File: config.mk
export PLATFORM = sky130hd
export DESIGN_NAME = simmem_release_scheduler
export DESIGN_NICKNAME = d
export VERILOG_FILES = /design/src/rtl/simmem_release_scheduler.sv
export SDC_FILE = /design/constraint.sdc
export NUM_CORES = 1
export LEC_CHECK = 0
export ABC_AREA = 1
export CORE_UTILIZATION = 48
export CTS_CLUSTER_SIZE = 30
export DETAILED_ROUTE_END_ITERATION = 7
export PLACE_DENSITY = 0.78
export SLEW_MARGIN = 20
export SYNTH_ARGS = -nofsm -noshare
export SYNTH_HDL_FRONTEND = slang
export SYNTH_SLANG_ARGS = --single-unit
File: constraint.sdc
create_clock -name clk_i -period 3.7 [get_ports clk_i]
set_input_delay 0.37 -clock clk_i [delete_from_list [all_inputs] [get_ports clk_i]]
set_output_delay 0.37 -clock clk_i [all_outputs]
set_load 0.05 [all_outputs]
File: src/rtl/simmem_release_scheduler.sv
// Round-robin release scheduler: picks one expired entry per cycle and hands its
// address to the bank over valid/ready. Optional counters under SIMMEM_RELEASE_STATS_EN.
module simmem_release_scheduler #(
    parameter int Capacity  = 16,
    parameter int AddrWidth = $clog2(Capacity)
) (
    input  logic                 clk_i,
    input  logic                 rst_ni,
    input  logic [Capacity-1:0]  release_en_onehot_i,
    output logic                 release_valid_o,
    output logic [AddrWidth-1:0] release_addr_o,
    input  logic                 release_ready_i,
`ifdef SIMMEM_RELEASE_STATS_EN
    output logic [Capacity-1:0]  released_addr_onehot_o,
    output logic [31:0]          release_cnt_o,
    output logic [31:0]          stall_cnt_o
`else
    output logic [Capacity-1:0]  released_addr_onehot_o
`endif
);

    typedef enum logic {IDLE, HOLD} state_e;

    localparam logic [Capacity-1:0] OneLsb = Capacity'(1);
    localparam logic [AddrWidth:0]  CapW   = (AddrWidth+1)'(Capacity);
    localparam logic [AddrWidth-1:0] LastIdx = AddrWidth'(Capacity - 1);

    state_e               state_q;
    logic                 valid_q;
    logic [AddrWidth-1:0] addr_q, ptr_q, ptr_next, sel_addr, pe_idx;
    logic [Capacity-1:0]  held_mask, eligible, rotated;
    logic                 any_eligible, handshake;

    // Modular add; both operands are < Capacity so one subtraction suffices.
    function automatic logic [AddrWidth-1:0] wrap_add(input logic [AddrWidth-1:0] a,
                                                      input logic [AddrWidth-1:0] b);
        logic [AddrWidth:0] s;
        s = {1'b0, a} + {1'b0, b};
        if (s >= CapW) s = s - CapW;
        return s[AddrWidth-1:0];
    endfunction

    assign handshake              = valid_q && release_ready_i;
    assign held_mask              = valid_q ? (OneLsb << addr_q) : '0;
    assign eligible               = release_en_onehot_i & ~held_mask;
    assign released_addr_onehot_o = handshake ? (OneLsb << addr_q) : '0;
    assign ptr_next               = (addr_q == LastIdx) ? '0 : addr_q + AddrWidth'(1);

    // Rotate so ptr_q lands at bit 0, take the lowest set bit, rotate back.
    always_comb begin
        rotated      = '0;
        pe_idx       = '0;
        any_eligible = 1'b0;
        for (int i = 0; i < Capacity; i++) begin
            rotated[i] = eligible[wrap_add(AddrWidth'(i), ptr_q)];
        end
        for (int i = Capacity - 1; i >= 0; i--) begin
            if (rotated[i]) begin
                pe_idx       = AddrWidth'(i);
                any_eligible = 1'b1;
            end
        end
        sel_addr = wrap_add(pe_idx, ptr_q);
    end

    always_ff @(posedge clk_i or negedge rst_ni) begin
        if (!rst_ni) begin
            state_q <= IDLE;
            valid_q <= 1'b0;
            addr_q  <= '0;
            ptr_q   <= '0;
        end else begin
            case (state_q)
                IDLE: begin
                    if (any_eligible) begin
                        addr_q  <= sel_addr;
                        valid_q <= 1'b1;
                        state_q <= HOLD;
                    end
                end
                HOLD: begin
                    // Never retract: the held address waits for the bank even if its enable drops.
                    if (handshake) begin
                        ptr_q <= ptr_next;
                        if (any_eligible) begin
                            addr_q <= sel_addr;
                        end else begin
                            valid_q <= 1'b0;
                            state_q <= IDLE;
                        end
                    end
                end
                default: begin
                    valid_q <= 1'b0;
                    state_q <= IDLE;
                end
            endcase
        end
    end

    assign release_valid_o = valid_q;
    assign release_addr_o  = addr_q;

`ifdef SIMMEM_RELEASE_STATS_EN
    logic [31:0] release_cnt_q, stall_cnt_q;

    always_ff @(posedge clk_i or negedge rst_ni) begin
        if (!rst_ni) begin
            release_cnt_q <= '0;
            stall_cnt_q   <= '0;
        end else begin
            if (handshake && (release_cnt_q != '1)) release_cnt_q <= release_cnt_q + 32'd1;
            if (valid_q && !release_ready_i && (stall_cnt_q != '1)) stall_cnt_q <= stall_cnt_q + 32'd1;
        end
    end

    assign release_cnt_o = release_cnt_q;
    assign stall_cnt_o   = stall_cnt_q;
`endif

endmodule

# After elaboration in Yosys (flattened, before gate mapping)
# Index checks and enable logic that the tools add are counted.
[word_totals]
ff_bits = 10
input_bits = 19
out_inout_bits = 21
wordCells = 176
[classes]
add_sub_neg = 34
magnitude_cmp = 33
n_eq_ne = 4
n_shift = 1
mux = 94
n_bitwise = 3
reduce_logical = 3
[op_table]
columns = ["operator", "count"]
rows = [
  ["4-bit 2-to-1 mux", 36],
  ["5-bit greater-or-equal comparator, second input constant", 16],
  ["4-bit by 5-bit less-than comparator with 1-bit output, second input constant", 16],
  ["4-bit by 1-bit subtractor with 4-bit output, second input constant", 17],
  ["1-bit binary-select mux with 4-bit select", 16],
  ["4-bit by 4-bit adder with 5-bit output, first input constant", 8],
  ["1-bit 2-to-1 mux", 37],
  ["16-bit 2-to-1 mux", 2],
  ["3-bit by 4-bit adder with 5-bit output, first input constant", 4],
  ["16-bit AND", 1],
  ["16-bit inverter", 1],
  ["1-bit by 4-bit << shifter with 16-bit output, first input constant", 1],
  ["2-bit by 4-bit adder with 5-bit output, first input constant", 2],
  ["4-bit one-hot mux with 2 select lines", 1],
  ["1-bit by 4-bit adder with 5-bit output, first input constant", 1],
  ["4-bit by 4-bit adder with 5-bit output", 1],
  ["4-bit by 5-bit greater-or-equal comparator with 1-bit output, second input constant", 1],
  ["4-bit by 1-bit adder with 4-bit output, second input constant", 1],
  ["4-bit equality test, second input constant", 1],
  ["2-bit != test, second input constant", 2],
  ["1-bit one-hot mux with 2 select lines", 2],
  ["3-bit AND reduction", 1],
  ["2-bit by 1-bit != test with 1-bit output, second input constant", 1],
  ["2-bit AND reduction", 1],
  ["other kinds (2)", 2],
]

# Longest topological paths before layout
# Gate-level depths: netlist (run 1).
[logic_depth]
word_depth = 28
depth_mapped = 32
depth_no_buf = 32

# Worst setup path after synthesis (run 1)
# OpenSTA, ideal clock, no wires.
[synth_timing]
path_type = "reg2reg"
startpoint = "register ptr_q[1]"
endpoint = "register addr_q[3] (netlist: release_addr_o[3])"
setup_time_ns = 0.134
arrival_ns = 3.380
t_required_ns = 3.566
setup_slack_ns = 0.187
stages_incl_launch_ff = 32
path_buffers = 2
cell_sequence = "dfrtp_1 buf_4 clkinv_1 ha_1 clkbuf_1 inv_1 nand3_1 nand3_1 nand2_1 nand2_1 nand2_1 nand2_1 nand2_1 nand2_1 nand2_1 nand2_1 nand2_1 nand2_1 nand2_1 nand2_1 nand2_1 nand2_1 nand2_1 nand2_1 a21oi_1 ha_1 nand3_1 nand2_1 xor2_1 or2_1 nand3_1 o21ai_1"
[synth_between]
elab_chain_len = 27
[synth_rtl]
columns = ["item", "line", "text"]
rows = [
  ["from (decl)", "30", "logic [AddrWidth-1:0] addr_q, ptr_q, ptr_next, sel_addr, pe_idx;"],
  ["from (signal assigned)", "84", "ptr_q <= ptr_next;"],
  ["4-bit by 4-bit adder with 5-bit output", "38", "s = {1'b0, a} + {1'b0, b};"],
  ["4-bit by 1-bit subtractor with 4-bit output or 5-bit greater-or-equal comparator (tied branches)", "39", "if (s >= CapW) s = s - CapW;"],
  ["4-bit 2-to-1 mux", "39", ""],
  ["1-bit binary-select mux with 4-bit select", "55", "rotated[i] = eligible[wrap_add(AddrWidth'(i), ptr_q)];"],
  ["1-bit 2-to-1 mux (implied by the code)", "55", ""],
  ["4-bit 2-to-1 mux (16 in series)", "58", "if (rotated[i]) begin"],
  ["4-bit by 4-bit adder with 5-bit output", "38", ""],
  ["4-bit by 1-bit subtractor with 4-bit output or 5-bit greater-or-equal comparator (tied branches)", "39", ""],
  ["4-bit 2-to-1 mux", "39", ""],
  ["4-bit 2-to-1 mux *", "75, 85", ""],
  ["4-bit 2-to-1 mux", "83", "if (handshake) begin"],
  ["4-bit one-hot mux with 2 select lines *", "73", "case (state_q)"],
  ["to (signal assigned)", "76", "addr_q <= sel_addr;"],
  ["to (signal assigned)", "86", "addr_q <= sel_addr;"],
  ["to (decl)", "30", ""],
]
# Every way passes the cells marked *; elsewhere a longest branch is shown, timed or not. The select of a mux whose other input is x is not followed.
# A chain may end at the register's enable or synchronous reset.

# Worst setup path after layout (run 1)
[layout_timing]
startpoint = "register addr_q[1] (netlist: release_addr_o[1])"
endpoint = "register addr_q[2] (netlist: release_addr_o[2])"
[layout_between]
elab_chain_len = 28
[layout_rtl]
columns = ["item", "line", "text"]
rows = [
  ["1-bit by 4-bit << shifter with 16-bit output *", "44", "assign held_mask = valid_q ? (OneLsb << addr_q) : '0;"],
  ["16-bit 2-to-1 mux *", "44", ""],
  ["16-bit inverter *", "45", "assign eligible = release_en_onehot_i & ~held_mask;"],
  ["16-bit AND *", "45", ""],
  ["1-bit binary-select mux with 4-bit select", "55", ""],
  ["1-bit 2-to-1 mux (implied by the code)", "55", ""],
  ["4-bit 2-to-1 mux (16 in series)", "58", ""],
  ["4-bit by 4-bit adder with 5-bit output", "38", ""],
  ["4-bit by 1-bit subtractor with 4-bit output or 5-bit greater-or-equal comparator (tied branches)", "39", ""],
  ["4-bit 2-to-1 mux", "39", ""],
  ["4-bit 2-to-1 mux *", "75, 85", ""],
  ["4-bit 2-to-1 mux", "83", ""],
  ["4-bit one-hot mux with 2 select lines *", "73", ""],
]
# Marks and branches as above.

==> impl_results.md, run 1 <==
* Worst path slowest cell: dfrtp_1
* Global placement routability congestion at roughly 0.91
* R2R depth at 27
* CP endpoint kind: register
* Levels on crit path at 27
* Clock-pin transition on the worst setup and hold timing paths at about 0.050 ns
* Hold buffer count at CTS at 0
* CTS root buffer: clkbuf_8
* Worst Setup Slack, final at approximately 0.23 ns
* Placement Setup Slack at ~0.17 ns
* Post-synthesis area per instance at between 5 and 6 um^2
* Critical path's most frequent cell: nand2_1
* Distinct cells, synth at 35
* Top-count cell post-synth: nand3_1
* Drt pass-1 iters at 5
* Slew headroom at 0.563
* Status: completed
* Initial antenna violation count at 0
* CTS sink cnt at 10
* CTS tree: built
* Die Y at 67.0 um
* Top FF cell, synth: dfrtp_1
* N_diodes at 0
* # H-tree levels at 1
* Setup violations, final at 0
* WL/cell at between 10 and 15 um
* Highest clock rate at 288 MHz
* Wire length of the first global-routing pass at between 9 and 10 mm
* Tightest Pin Transition at ~0.65 ns
* Post-Synthesis Cell Area at roughly 2000 um^2
* CTS max path bufs at 2
* Post-synth EDFFs at 0
* CP arrival at ~3.6 ns
* Crit Path Class: reg2reg
* Min Tclk post-route at 3.47 ns
* DRC viols at 0
* Crit-path max cell delay at around 0.42 ns
* Routed vias/inst at roughly 5.7
* Final core occ at 0.640
* Synth-to-layout area growth at 27.2%
* Die Wd at ~67 um
* Core footprint at 4030 um^2
* Layout cells sized above 1 at 0.120
* Synthesized flop and latch total at 10
* Critical path's top delay family: simple AND/OR/NAND/NOR gates
* IO buf count at 39
* Hold Violations, Final at 0
* Total Routing Usage GR at 0.280
* WP data required at around 3.8 ns
* CP Launch Type: register
* Commonest cells in the netlist: nand3_1, nand2_1, inv_1
* Ports at 40
* Worst min-delay path class: in2async
* Cell accounting for the most synthesized area: nand3_1
* Max-cap violation count at 0
* Post-Route WL at 6.25 mm
* Clock Latency Late Sink at around 0.23 ns
* Full die area at approximately 4500 um^2
* Ranking of synthesized cells by area: nand3_1, nand2_1, dfrtp_1
* Post-synthesis async set-or-reset flop share at 1.00
* Final ANT Viol Nets at 0
* Via Count at around 2500
* Row count at 23
* Ys Warns at 0
* Largest net degree at the start of global routing at 21
* Initial core utilization at 0.503
* Max Clock Skew at just over 0.001 ns
* CP Max Fanout at 5
* Global route overflow at 0
* Synthesized instance count at roughly 340
* Slew Limit Fails at 0
* Buf/Inv on CP at 2
* Tcrit/Tclk final at 0.939
* Fill cells at approximately 390
* Post-synth top area share at 0.269
* HPWL after DPL at ~5.0 mm
* Initial DRC Count at roughly 250
* Syn_nets at between 300 and 400
* Number of nets in the layout at ~420
* Setup tns final at 0 ns
* Seq/Total Area, Yosys at 0.123
* TritonCTS buffer count at 3
* Vias in the first global route at between 1500 and 2000
## path summary, 6_finish.rpt
| kind | to | slack [ns] | start |
|---|---|---|---|
| setup / recovery | release_addr_o[2] | 0.23 | release_addr_o[1] |
| hold / removal | release_valid_o | 0.44 | rst_ni |
| setup reg to reg | release_addr_o[2] | 0.23 | release_addr_o[1] |
| hold reg to reg | release_valid_o | 0.56 | state_q |
| max in group asynchronous | release_addr_o[3] | 2.94 | rst_ni |
| min in group clk_i | release_valid_o | 0.56 | state_q |
## cell families after synthesis
| kind of cell | Yosys count | synth area share |
|---|---|---|
| and+or+nand+nor | 213 | 0.491 |
| buffers and inverters | 49 | 0.106 |
| AOI/OAI and AO/OA | 41 | 0.123 |
| adders and majority gates | 17 | 0.109 |
| xor gates and xnor gates | 11 | 0.0475 |
| DFF | 10 | 0.123 |
## cell usage in the layout (no fill, tap or decap)
cell type | synthesis | routed
buf_4 | 4 | 11
a21oi_1 | 10 | 8
ha_2 | 0 | 1
clkbuf_8 | 0 | 4
a21oi_2 | 1 | 3
o22ai_1 | 2 | 2
fa_1 | 1 | 1
inv_4 | 1 | 1
inv_2 | 7 | 8
clkdlybuf4s50_1 | 0 | 39
nor3_1 | 6 | 6
a21boi_2 | 1 | 1
ha_1 | 16 | 15
a21boi_0 | 1 | 1
o21ai_1 | 11 | 9
clkinvlp_4 | 0 | 1
dfrtp_2 | 0 | 3
nor2_2 | 4 | 6
clkinv_1 | 1 | 1
o21bai_1 | 1 | 1
xor2_1 | 9 | 8
a21oi_4 | 1 | 1
xor2_2 | 0 | 1
dfrtp_1 | 10 | 7
nand2_1 | 71 | 71
nand4_1 | 1 | 1
inv_1 | 27 | 25
o21ai_0 | 6 | 6
a21o_1 | 3 | 3
a22oi_1 | 1 | 1
xnor2_1 | 2 | 2
o21ai_2 | 1 | 3
nor2_1 | 9 | 7
nand3_1 | 109 | 109
nand3_2 | 2 | 2
or2_1 | 1 | 1
nor4_1 | 10 | 10
a31oi_1 | 2 | 2
## final cells by class
type | instances | area, um^2 | area share
clock buffers | 4 | 55.1 | 0.0213
well taps | 50 | 62.6 | 0.0243
multi-input cells | 282 | 1590 | 0.618
inverters | 36 | 141 | 0.0548
flip-flops and latches | 10 | 254 | 0.0985
repair buffers | 50 | 473 | 0.183
## what timing repair did
item | CTS | global route
buffers inserted | 0 | 3
setup endpoints to repair | 0 | 3
resized for setup | 0 | 13
## sequential cells by signal, indices dropped and copies added (netlist names)
register and cells:
ptr_q 4, release_addr_o 4, release_valid_o 1, state_q 1
## worst reg2reg max path, delay by kind of cell (launching register included)
kind	cells	cell delay, ns
xor gates and xnor gates	1	0.16
buffers and inverters	2	0.27
AOI/OAI and AO/OA	4	0.53
and+or+nand+nor	17	1.14
adders and majority gates	3	0.82
DFF	1	0.42
## per-layer routing
metal / track usage / share of wire
met2: 0.446 / 0.45
met3: 0.0188 / 0.059
met1: 0.386 / 0.47
met4: 0.117 / 0.026
met5: 0 / 0
## per-stage QoR
step	std cells	hold WS (ns)	area (um^2)
2_1_floorplan	341	0.0744	2030
3_3_place_gp	425	0.542	2460
3_5_place_dp	425	0.546	2460
4_1_cts	429	0.455	2520
5_1_grt	432	0.472	2580
6_report	432	0.443	2580
Power of run 1 is not shown: default switching activity piles up to over one toggle a cycle in this logic, so the estimate is an artifact.
==> inputs of run 2 (changes only) <==
Settings changed: SKIP_LAST_GASP from default to 1.
==> results of run 2 <==
No change in the layout: final DEF, timing and power equal those of run 1.
Power of run 2 is left out for the same reason.
==> inputs of run 3 (changes only) <==
Settings changed: CORE_MARGIN from default to 1, PLACE_DENSITY 0.78 to default, PLACE_DENSITY_LB_ADDON from default to 0.25.
==> run 3 against run 2 <==
Sequential share of layout area is 0.16 points lower. Setup slack gained 0.016 ns. Sequential cell count unchanged. Hold slack worse by 0.0018 ns. Highest routed layer unchanged. Routed wire length rose by 4.6%. Critical path type unchanged. Maximum frequency increased by 0.46%. Count of clock-buffer cells in the layout did not move. Register-to-register slack improved by 0.02 ns. Global-route usage up 1.9 points. Design area up 2.1%. Final cell count is 0.93% higher.
==> impl_results.md, run 3 (synthesized netlist as in run 1, its figures left out) <==
* Tightest Pin Transition at 0.653 ns
* Commonest non-fill, non-tap cell in the layout: nand3_1
* Fin Hold WS at approximately 0.44 ns
* Crit-path cells: inv_1, ha_1, inv_2, nor2_1, nand2_1, nand3_1, nand3_1, nand3_1, a21oi_1, a21oi_2, buf_4, a31oi_1, o21bai_1, a31oi_1, nor2_1, ha_1, nand3_1, nand2_1, xor2_1, or2_1, nand3_1, o21ai_1
* R2R Path Start: release_addr_o[0]
* Status: completed
* CTS root buffer: clkbuf_8
* Met3 Usage GRT at 0.0325
* CTS tree: built
* Final ANT Viol Nets at 0
* Crit-path max cell delay at 0.45 ns
* Max-cap violation count at 0
* Worst Setup Slack, final at 0.241 ns
* Cell Area, Placed at around 2500 um^2
* IO buf count at 39
* Initial DRC Count at between 200 and 250
* TritonCTS buffer count at 3
* Global-route track usage on met1 at 0.419
* Slew Limit Fails at 0
* Core footprint at slightly above 4000 um^2
* Initial antenna violation count at 0
* Setup violations, final at 0
* HPWL after DPL at 5.07 mm
* Critical path's most frequent cell: nand3_1
* # H-tree levels at 1
* FF-to-FF setup slack at approximately 0.24 ns
* Min Tclk post-route at around 3.5 ns
* Clock Latency Late Sink at 0.24 ns
* Worst r2r dst: release_addr_o[3]
* Critical Path Source: release_addr_o[0]
* GR Util met2 at 0.486
* Worst min-delay path class: in2async
* CP Launch Type: register
* R2R depth at 22
* WP data required at about 3.8 ns
* DRC viols at 0
* Wire length of the first global-routing pass at between 10 and 15 mm
* Die Y at about 67 um
* CTS sink cnt at 10
* Slew headroom at 0.564
* Via Count at 2536
* Final instance area at around 2600 um^2
* Initial core utilization at 0.503
* Layout cells sized above 1 at 0.148
* Placement Setup Slack at between 0.15 and 0.2 ns
* Placed Cells at about 430
* Ports at 40
* Area of the multi-input gates at roughly 1600 um^2
* Full die area at about 4500 um^2
* Crit Path Class: reg2reg
* CP Max Fanout at 6
* Vias in the first global route at between 2000 and 2500
* Highest clock rate at between 200 and 300 MHz
* FF/Latch Area at around 260 um^2
* Finished Layout Cells at around 440
* Max Clock Skew at 0.000242 ns
* Hold buffer count at CTS at 0
* Synth-to-layout area growth at 29.9%
* N_diodes at 0
* Largest net degree at the start of global routing at 21
* CP endpoint kind: register
* Worst path slowest cell: dfrtp_2
* WL/cell at 15.0 um
* Hold Violations, Final at 0
* Total Routing Usage GR at 0.299
* Commonest cells after routing, fill and taps aside: nand3_1, nand2_1, clkdlybuf4s50_1, inv_1, buf_4
* Die Wd at ~67 um
* Global placement routability congestion at 1.02
* Busiest grt layer: met2
* CP arrival at around 3.6 ns
* Clock-pin transition on the worst setup and hold timing paths at approximately 0.05 ns
* Global route overflow at 0
* Number of nets in the layout at approximately 420
* Routed vias/inst at approximately 5.8
* CTS max path bufs at 2
* Drt pass-1 iters at 5
* Fill cells at 391
* Row count at 23
* Post-Route WL at between 6 and 7 mm
* Tcrit/Tclk final at 0.935
[run 3: worst max-delay path by stage]
stage                         to  slack [ns]  depth (start not counted)
4_1_cts        release_addr_o[3]        0.13                         18
3_5_place_dp   release_addr_o[3]        0.16                         18
2_1_floorplan  release_addr_o[3]        0.19                         31
6_report       release_addr_o[3]        0.24                         22
3_3_place_gp   release_addr_o[2]        0.17                         25
5_1_grt        release_addr_o[3]       -0.11                         24
[run 3: worst max-delay path: cells and delay by family, from the launching register on]
family                     cells  cell delay, ns
and+or+nand+nor               10            1.28
adders and majority gates      2            0.49
xor gates and xnor gates       1            0.15
buffers and inverters          3            0.34
DFF                            1            0.45
AOI/OAI and AO/OA              6            0.62
[run 3: per-stage QoR]
stage | utilization | setup TNS [ns]
floorplan | - | 0
global placement | 0.613 | 0
detailed placement | 0.613 | 0
CTS | 0.627 | 0
global route | 0.654 | -0.113
finish | 0.654 | 0
[run 3: final cells by class]
type                            count  share of cell area
Clock buffer                        4              0.0209
Inverter                           36              0.0551
Multi-Input combinational cell    282               0.612
Sequential cell                    10              0.0969
Tap cell                           50              0.0238
Timing Repair Buffer               54               0.191
[run 3: timing repair]
item / CTS / global route
gates resized for setup: 0 / 21
buffers inserted: 0 / 6
endpoints found under the setup margin: 0 / 3
[run 3: routing by layer]
metal  vias to the layer above  share of wire
met5                         -              0
met4                         0          0.010
met3                        14          0.067
met2                       107           0.45
met1                      1148           0.47
li1                       1267              -
Power of run 3 is left out for the same reason.
